`src/rtl/fifo_66_pkg.sv`:
```
// Shared definitions for the 66-bit compressor FIFO drain.
package fifo_66_pkg;
    localparam int TYPE_MSB  = 65;
    localparam int TYPE_LSB  = 64;
    localparam int PAYLOAD_W = 64;
    localparam int ENTRY_W   = 66;
    localparam int BEAT_W    = 32;

    typedef enum logic [1:0] {
        TYPE_PAD  = 2'b00,
        TYPE_FULL = 2'b01,
        TYPE_HALF = 2'b10,
        TYPE_LAST = 2'b11
    } entry_type_t;

    typedef enum logic [1:0] {
        S_IDLE = 2'd0,
        S_LO   = 2'd1,
        S_HI   = 2'd2
    } state_t;
endpackage

```
`src/rtl/fifo_66_drain_sat_counter.sv`:
```
// Up-counter that sticks at all-ones instead of wrapping.
module sat_counter #(
    parameter int W = 8
) (
    input  logic         clk,
    input  logic         rst,
    input  logic         inc,
    output logic [W-1:0] count
);
    always_ff @(posedge clk) begin
        if (rst)
            count <= '0;
        else if (inc && (count != '1))
            count <= count + W'(1);
    end
endmodule

```
`src/rtl/fifo_66_drain.sv`:
```
// Pops 66-bit FIFO entries and re-emits them as 32-bit valid/ready beats,
// dropping pad entries and flagging block ends.
module fifo_66_drain
    import fifo_66_pkg::*;
#(
    parameter int CNT_W  = 16,
    parameter int DROP_W = 8
) (
    input  logic               clk,
    input  logic               rst,
    input  logic [65:0]        fifo_data_i,
    input  logic               fifo_empty_i,
    output logic               fifo_rd_o,
    output logic [31:0]        dout_o,
    output logic               valid_o,
    output logic               last_o,
    input  logic               ready_i,
    output logic [CNT_W-1:0]   beat_cnt_o,
    output logic [CNT_W-1:0]   blk_cnt_o,
    output logic [DROP_W-1:0]  drop_cnt_o,
    output logic               busy_o
);
    state_t               state, state_next;
    logic [ENTRY_W-1:0]   held;
    entry_type_t          held_type, head_type;
    logic                 hs, entry_done, load_ok;

    assign held_type = entry_type_t'(held[TYPE_MSB:TYPE_LSB]);
    assign head_type = entry_type_t'(fifo_data_i[TYPE_MSB:TYPE_LSB]);

    assign hs         = valid_o & ready_i;
    assign entry_done = hs & ((state == S_HI) | ((state == S_LO) & (held_type == TYPE_HALF)));
    assign load_ok    = (state == S_IDLE) | entry_done;
    assign fifo_rd_o  = load_ok & ~fifo_empty_i;

    always_ff @(posedge clk) begin
        if (rst)
            state <= S_IDLE;
        else
            state <= state_next;
    end

    // A pop at the end of an entry chains straight into the next one, so no bubble.
    always_comb begin
        state_next = state;
        if (fifo_rd_o)
            state_next = (head_type == TYPE_PAD) ? S_IDLE : S_LO;
        else if (entry_done)
            state_next = S_IDLE;
        else if (hs && (state == S_LO))
            state_next = S_HI;
    end

    always_comb begin
        valid_o = 1'b0;
        last_o  = 1'b0;
        dout_o  = '0;
        case (state)
            S_LO: begin
                valid_o = 1'b1;
                dout_o  = held[BEAT_W-1:0];
            end
            S_HI: begin
                valid_o = 1'b1;
                last_o  = (held_type == TYPE_LAST);
                dout_o  = held[PAYLOAD_W-1:BEAT_W];
            end
            default: ;
        endcase
    end

    assign busy_o = (state != S_IDLE);

    // Entry payload needs no reset: it is only presented once state leaves S_IDLE.
    always_ff @(posedge clk) begin
        if (fifo_rd_o)
            held <= fifo_data_i;
    end

    always_ff @(posedge clk) begin
        if (rst) begin
            beat_cnt_o <= '0;
            blk_cnt_o  <= '0;
        end else if (hs) begin
            beat_cnt_o <= beat_cnt_o + CNT_W'(1);
            if (last_o)
                blk_cnt_o <= blk_cnt_o + CNT_W'(1);
        end
    end

    sat_counter #(.W(DROP_W)) u_drop_cnt (
        .clk   (clk),
        .rst   (rst),
        .inc   (fifo_rd_o && (head_type == TYPE_PAD)),
        .count (drop_cnt_o)
    );
endmodule

```
`config.mk`:
```
export PLATFORM = sky130hd
export DESIGN_NAME = fifo_66_drain
export DESIGN_NICKNAME = d
export VERILOG_FILES = /design/src/rtl/fifo_66_pkg.sv /design/src/rtl/fifo_66_drain_sat_counter.sv /design/src/rtl/fifo_66_drain.sv
export SDC_FILE = /design/constraint.sdc
export NUM_CORES = 1
export LEC_CHECK = 0
export ABC_AREA = 0
export BUFFER_PORTS_ARGS = -buffer_cell sky130_fd_sc_hd__buf_2
export CAP_MARGIN = 5
export CORE_MARGIN = 4
export CORE_UTILIZATION = 46
export DETAILED_ROUTE_END_ITERATION = 10
export GPL_TIMING_DRIVEN = 0
export PLACE_DENSITY = 0.85
export SLEW_MARGIN = 20
export SYNTH_ARGS = -nofsm -noshare
export SYNTH_HDL_FRONTEND = slang
export SYNTH_HIERARCHICAL = 1
export SYNTH_SLANG_ARGS = --single-unit
```
`constraint.sdc`:
```
create_clock -name clk -period 7 [get_ports clk]
set_input_delay 0.35 -clock clk [delete_from_list [all_inputs] [get_ports clk]]
set_output_delay 0.35 -clock clk [all_outputs]
set_load 0.05 [all_outputs]
```
== Word-level counts from Yosys, hierarchy flattened ==
Cells that the tools add are included.
Widths: inputs -> output; s select.

* Flip-flop bits (word level): 108
* Input port bits: 70
* Output and inout bits: 76
* Logic and storage cells: 36

* Add/subtract/negate cells: 3
* Equality and inequality tests: 5
* Multiplexer cells: 7
* Bitwise operators: 7
* Reductions and logical operators: 9

{| class="wikitable"
|+ Operators by type and width
! operator !! count
|-
| $pmux 32 s2 || 1
|-
| $add 16x1->16 const B || 2
|-
| $add 8x1->8 const B || 1
|-
| $ne 8x8->1 const B || 1
|-
| $eq 2x2->1 const B || 3
|-
| $mux 2 || 3
|-
| $and 1x1->1 || 4
|-
| $logic_not 2->1 || 2
|-
| $logic_and 1x1->1 || 3
|-
| $mux 1 || 3
|-
| $reduce_bool 3->1 || 1
|-
| $eq 2x1->1 const B || 1
|-
| $or 1x1->1 || 2
|-
| $reduce_and 2->1 || 1
|-
| $reduce_bool 2->1 || 1
|-
| $reduce_or 2->1 || 1
|-
| $not 1->1 || 1
|}

== Logic depth before layout (Yosys ltp) ==
* Depth after elaboration: 9
* Depth in mapped cells: 9
* Depth with buffers taken out: 8

== Cells and area by module ==
The synthesis kept the hierarchy.

{| class="wikitable"
|+ By module, submodules not included
! module !! times used !! cells an instance !! area an instance (µm²) !! sequential area each (µm²)
|-
| fifo_66_drain || 1 || 338 || 4,116.4 || 2,662.6
|-
| sat_counter || 1 || 46 || 430.4 || 160.2
|}

== Least setup slack after synthesis ==
OpenSTA, ideal clock, no wires.

* Path kind: flip-flop to flip-flop
* Start: register state[0]
* End: register u_drop_cnt.count[3]
* Setup time: 69 ps
* Arrival time: 8,854 ps
* Data required time: 6,931 ps
* Setup slack: -1,924 ps
* Stages on the path, launching flop included: 10
* Buffers on the path: 1
* Period minus slack after synthesis: 8,924 ps
* Cell sequence: dfxtp_1 -> inv_1 -> ha_1 -> buf_4 -> nand2_1 -> a221oi_1 -> nor3b_1 -> nand4_1 -> or3_2 -> o21ai_1

* Cells in the longest elaborated chain, start to end: 9
* Elaborated cells between the ends (all ways): 13
* Those cells by class: 2 x eq/ne; 1 x mux; 6 x bitwise; 4 x reduce/logical

{| class="wikitable"
|+ Ends and longest elaborated chain
! what !! RTL line !! text
|-
| start: declaration || fifo_66_drain.sv:23 || <nowiki>state_t state, state_next;</nowiki>
|-
| start signal: assignment || fifo_66_drain.sv:40 || <nowiki>state <= state_next;</nowiki>
|-
| $eq 2x2->1 or $eq 2x1->1 (tied branches) || fifo_66_drain.sv:58 || <nowiki>case (state)</nowiki>
|-
| $reduce_or 2->1 (no line) * || -- ||
|-
| $mux 1 * || fifo_66_drain.sv:58 ||
|-
| named net valid_o || fifo_66_drain.sv:15 || <nowiki>output logic valid_o,</nowiki>
|-
| $and 1x1->1 * || fifo_66_drain.sv:31 || <nowiki>assign hs = valid_o & ready_i;</nowiki>
|-
| $and 1x1->1 * || fifo_66_drain.sv:32 || <nowiki>assign entry_done = hs & ((state == S_HI) | ((state == S_LO) & (held_type == TYPE_HALF)));</nowiki>
|-
| $or 1x1->1 * || fifo_66_drain.sv:33 || <nowiki>assign load_ok = (state == S_IDLE) | entry_done;</nowiki>
|-
| $and 1x1->1 * || fifo_66_drain.sv:34 || <nowiki>assign fifo_rd_o = load_ok & ~fifo_empty_i;</nowiki>
|-
| named net fifo_rd_o || fifo_66_drain.sv:13 || <nowiki>output logic fifo_rd_o,</nowiki>
|-
| $logic_and 1x1->1 * || fifo_66_drain.sv:94 || <nowiki>.inc (fifo_rd_o && (head_type == TYPE_PAD)),</nowiki>
|-
| $logic_and 1x1->1 * || fifo_66_drain_sat_counter.sv:13 || <nowiki>else if (inc && (count != '1))</nowiki>
|-
| end signal: assignment || fifo_66_drain_sat_counter.sv:14 || <nowiki>count <= count + W'(1);</nowiki>
|-
| end: declaration || fifo_66_drain_sat_counter.sv:8 || <nowiki>output logic [W-1:0] count</nowiki>
|}

Mark *: on every way through the listed nets, which the timed path passes. The rest lies on a longest branch.
A chain may end at the register's enable or synchronous reset.

== Worst setup path in the final report ==
* Start: register state[0]
* End: output port fifo_rd_o

* Cells in the longest elaborated chain, start to end: 7
* Elaborated cells between the ends (all ways): 11
* Those cells by class: 2 x eq/ne; 1 x mux; 6 x bitwise; 2 x reduce/logical

{| class="wikitable"
|+ Ends and longest elaborated chain
! what !! RTL line
|-
| $eq 2x2->1 or $eq 2x1->1 (tied branches) || fifo_66_drain.sv:32, fifo_66_drain.sv:58
|-
| $reduce_or 2->1 (no line) || --
|-
| $mux 1 || fifo_66_drain.sv:58
|-
| $and 1x1->1 || fifo_66_drain.sv:31
|-
| $and 1x1->1 || fifo_66_drain.sv:32
|-
| $or 1x1->1 * || fifo_66_drain.sv:33
|-
| $and 1x1->1 * || fifo_66_drain.sv:34
|-
| end: declaration || fifo_66_drain.sv:13
|}

Mark *: on every way between the ends. The rest lies on a longest branch, timed or not.

==> flow_metrics.py <==
metrics = {
    "floorplan": {
        "die_x_microns": 107,
        "num_rows": 36,
        "die_h_microns": 107,
        "dieArea_sq_mm": 0.0115,
        "ioPinCount": 146,
        "initial_core_util": 0.470,
        "core_sq_mm": 0.00968,
    },
    "routing": {
        "wl_mm": 10.3,
        "vias": 3580,
        "post_drt_wl_per_cell_microns": 15.2,
        "postRouteAntennaNets": 0,
        "dr.pass1.iters": 4,
        "drtIter0Drc": 174,
        "route.detailed.drc": 0,
        "viasPerCell": 5.26,
    },
    "clock_tree": {
        "clockBufferDepth": 2,
        "cts_made_buffers": 9,
        "cts.repair.resized": 0,
        "cts_hold_buf": 0,
        "clk_pin_slew_ns": 0.09,
        "cts_htree_levels": 3,
        "cts_num_sinks": 108,
        "post_cts_buffers": 0,
        "cts_tree": "built",
        "worstSkewPairLatency_ns": 0.36,
        "cts-root-buf": "clkbuf_8",
    },
    "cells_and_area": {
        "nets": 620,
        "layout-area-overhead-vs-synth_pct": 25.0,
        "final_util": 0.587,
        "final_common_cell": "buf_2",
        "final_area_sq_mm": 0.00568,
        "drive_gt1_frac": 0.321,
        "layout_common_cells": "buf_2, edfxtp_1, dfxtp_1",
        "antenna_cells": 0,
    },
    "setup_path": {
        "cp.arrival_ns": 3.11,
        "cp_max_fo": 18,
        "cp-startpoint": "state[0]",
        "end_kind": "output pin",
        "worstPathRequired_ns": 6.65,
        "worstSetupPathType": "flop to output pin",
        "r2r_start": "state[0]",
        "crit_path_start_kind": "flop",
    },
    "sta": {
        "worst_pin_slew_ns": 0.823,
        "rsz0062_at_grt": "no",
        "finalMaxSlewViolations": 0,
        "min_period_over_period": 0.494,
        "layout_min_cycle_time_ns": 3.46,
        "skew_ns": 0.00966,
        "setup_viol": 0,
        "timing.slew.headroom": 0.451,
        "max_freq_mhz": 289,
        "holdWs_ns": 0.155,
        "final-hold-violation-count": 0,
        "finalSetupTns_ns": 0,
    },
    "yosys": {
        "synth_area_sq_mm": 0.00455,
        "syn_inst": 384,
        "ys_types": 50,
        "synth_ff_type": "edfxtp_1",
        "synth_top_area_share": 0.436,
        "syn_nets": 460,
        "async_flop_share": 0,
        "synth_top_area_cell": "edfxtp_1",
        "ys_warn_count": 6,
        "synth.yosys.seq_area_share": 0.621,
        "synth-edff-count": 66,
        "synth.area.top_cells": "edfxtp_1, dfxtp_1, a22oi_1, nor2b_1, a21oi_1",
        "avgSynthCellArea_sq_um": 11.8,
        "synth_seq_cells": 108,
    },
    "min_path": {
        "holdCritStartpoint": "fifo_data_i[0]",
        "hold_class": "input port to flop",
    },
    "pwr": {
        "p_leak_uw": 0.00220,
        "ir_drop_uv": 138,
        "power_density_mw_per_mm2": 213,
    },
    "global_route": {
        "grt_pass1_vias": 3560,
        "grtUsageTotal": 0.183,
        "grt_pass1_wl_mm": 16.7,
        "antenna_found_initial": 0,
        "grt_overflow": 0,
        "grt_max_degree": 19,
    },
    "placement": {
        "portBuffers": 145,
        "place_congestion": 0.869,
        "place_hpwl_mm": 7.68,
        "place_area_sq_mm": 0.00551,
    },
    "flow_run": {
        "maxCapViolCount": 0,
    },
    "run_status": {
        "status": "completed",
    },
}
## layer usage
layer / vias to the layer above / GRT usage / part of all wire
met5: - / 0 / 0
met1: 1724 / 0.222 / 0.41
met3: 10 / 0.0414 / 0.059
met2: 100 / 0.322 / 0.52
li1: 1746 / - / -
met4: 0 / 0.0595 / 0.014
## report_power, final
group          internal (uW)  total [uW]  leakage (uW)  switching (uW)
Combinational           44.2         125       0.00115            80.7
Sequential               717         728      0.000969            10.5
Clock                    162         355     0.0000840             193
Total                    924        1210       0.00220             284
## synthesized netlist by cell type, types with 2 or more instances
cell / n
a211oi_1: 2
a21boi_0: 2
a21oi_1: 20
a22oi_1: 32
and2_1: 2
and3_1: 2
and4_1: 6
buf_2: 2
buf_4: 2
clkbuf_1: 17
dfxtp_1: 42
edfxtp_1: 66
ha_1: 6
inv_1: 9
nand2_1: 18
nand2b_1: 2
nand3_1: 13
nand4_1: 11
nor2_1: 23
nor2b_1: 33
nor3_1: 7
nor4_1: 5
o21ai_0: 7
o21ba_2: 2
o21bai_1: 2
o31ai_1: 4
or3_1: 6
or4_1: 4
xnor2_1: 10
xor2_1: 7
## logic make-up (layout without fill, tap and decap cells)
family          Yosys count  after routing  synth area share
fa+ha+maj                 6              6            0.0165
flops                   108            108             0.621
buf+inv                  31            195            0.0294
xor+xnor                 17             17            0.0327
compound gates           80             80             0.122
simple gates            139            139             0.171
mux                       3              3           0.00798
## worst max-delay path: stages, from the launching register on
cell	delay, ns
dfxtp_1	0.38
inv_1	0.07
ha_1	0.36
buf_4	0.21
nand2_1	0.20
a221oi_4	0.78
buf_6	0.25
buf_6	0.20
buf_2	0.29
## cell type report
| class | count | area (sq um) |
|---|---|---|
| plain buffers | 22 | 100 |
| clock inverters | 3 | 38.8 |
| repair buffers | 149 | 778 |
| fillers | 860 | 4000 |
| inverters | 9 | 33.8 |
| clock buffers | 12 | 135 |
| multi-input cells | 245 | 1610 |
| well taps | 133 | 166 |
| flip-flops and latches | 108 | 2820 |
## stage by stage
| step | std cells | setup WS [ns] | total power, uW |
|---|---|---|---|
| floorplan | 384 | 0.881 | 818 |
| global placement | 662 | 0.542 | 859 |
| detailed placement | 666 | 3.60 | 869 |
| CTS | 681 | 3.50 | 1220 |
| global route | 681 | 3.26 | 1260 |
| finish | 681 | 3.54 | 1210 |
## registers in the layout, summed over array words and instances, names as in the netlist
name	cells
held	66
beat_cnt_o	16
blk_cnt_o	16
u_drop_cnt/count	8
state	2
## worst paths after layout
check | end | slack [ns] | cells after the start
max reg2reg | u_drop_cnt/count[5] | 3.57 | 9
min | held[0] | 0.15 | 1
max | fifo_rd_o | 3.54 | 8
min reg2reg | beat_cnt_o[15] | 0.50 | 2
Note: power is estimated with default switching activity, not from simulation.
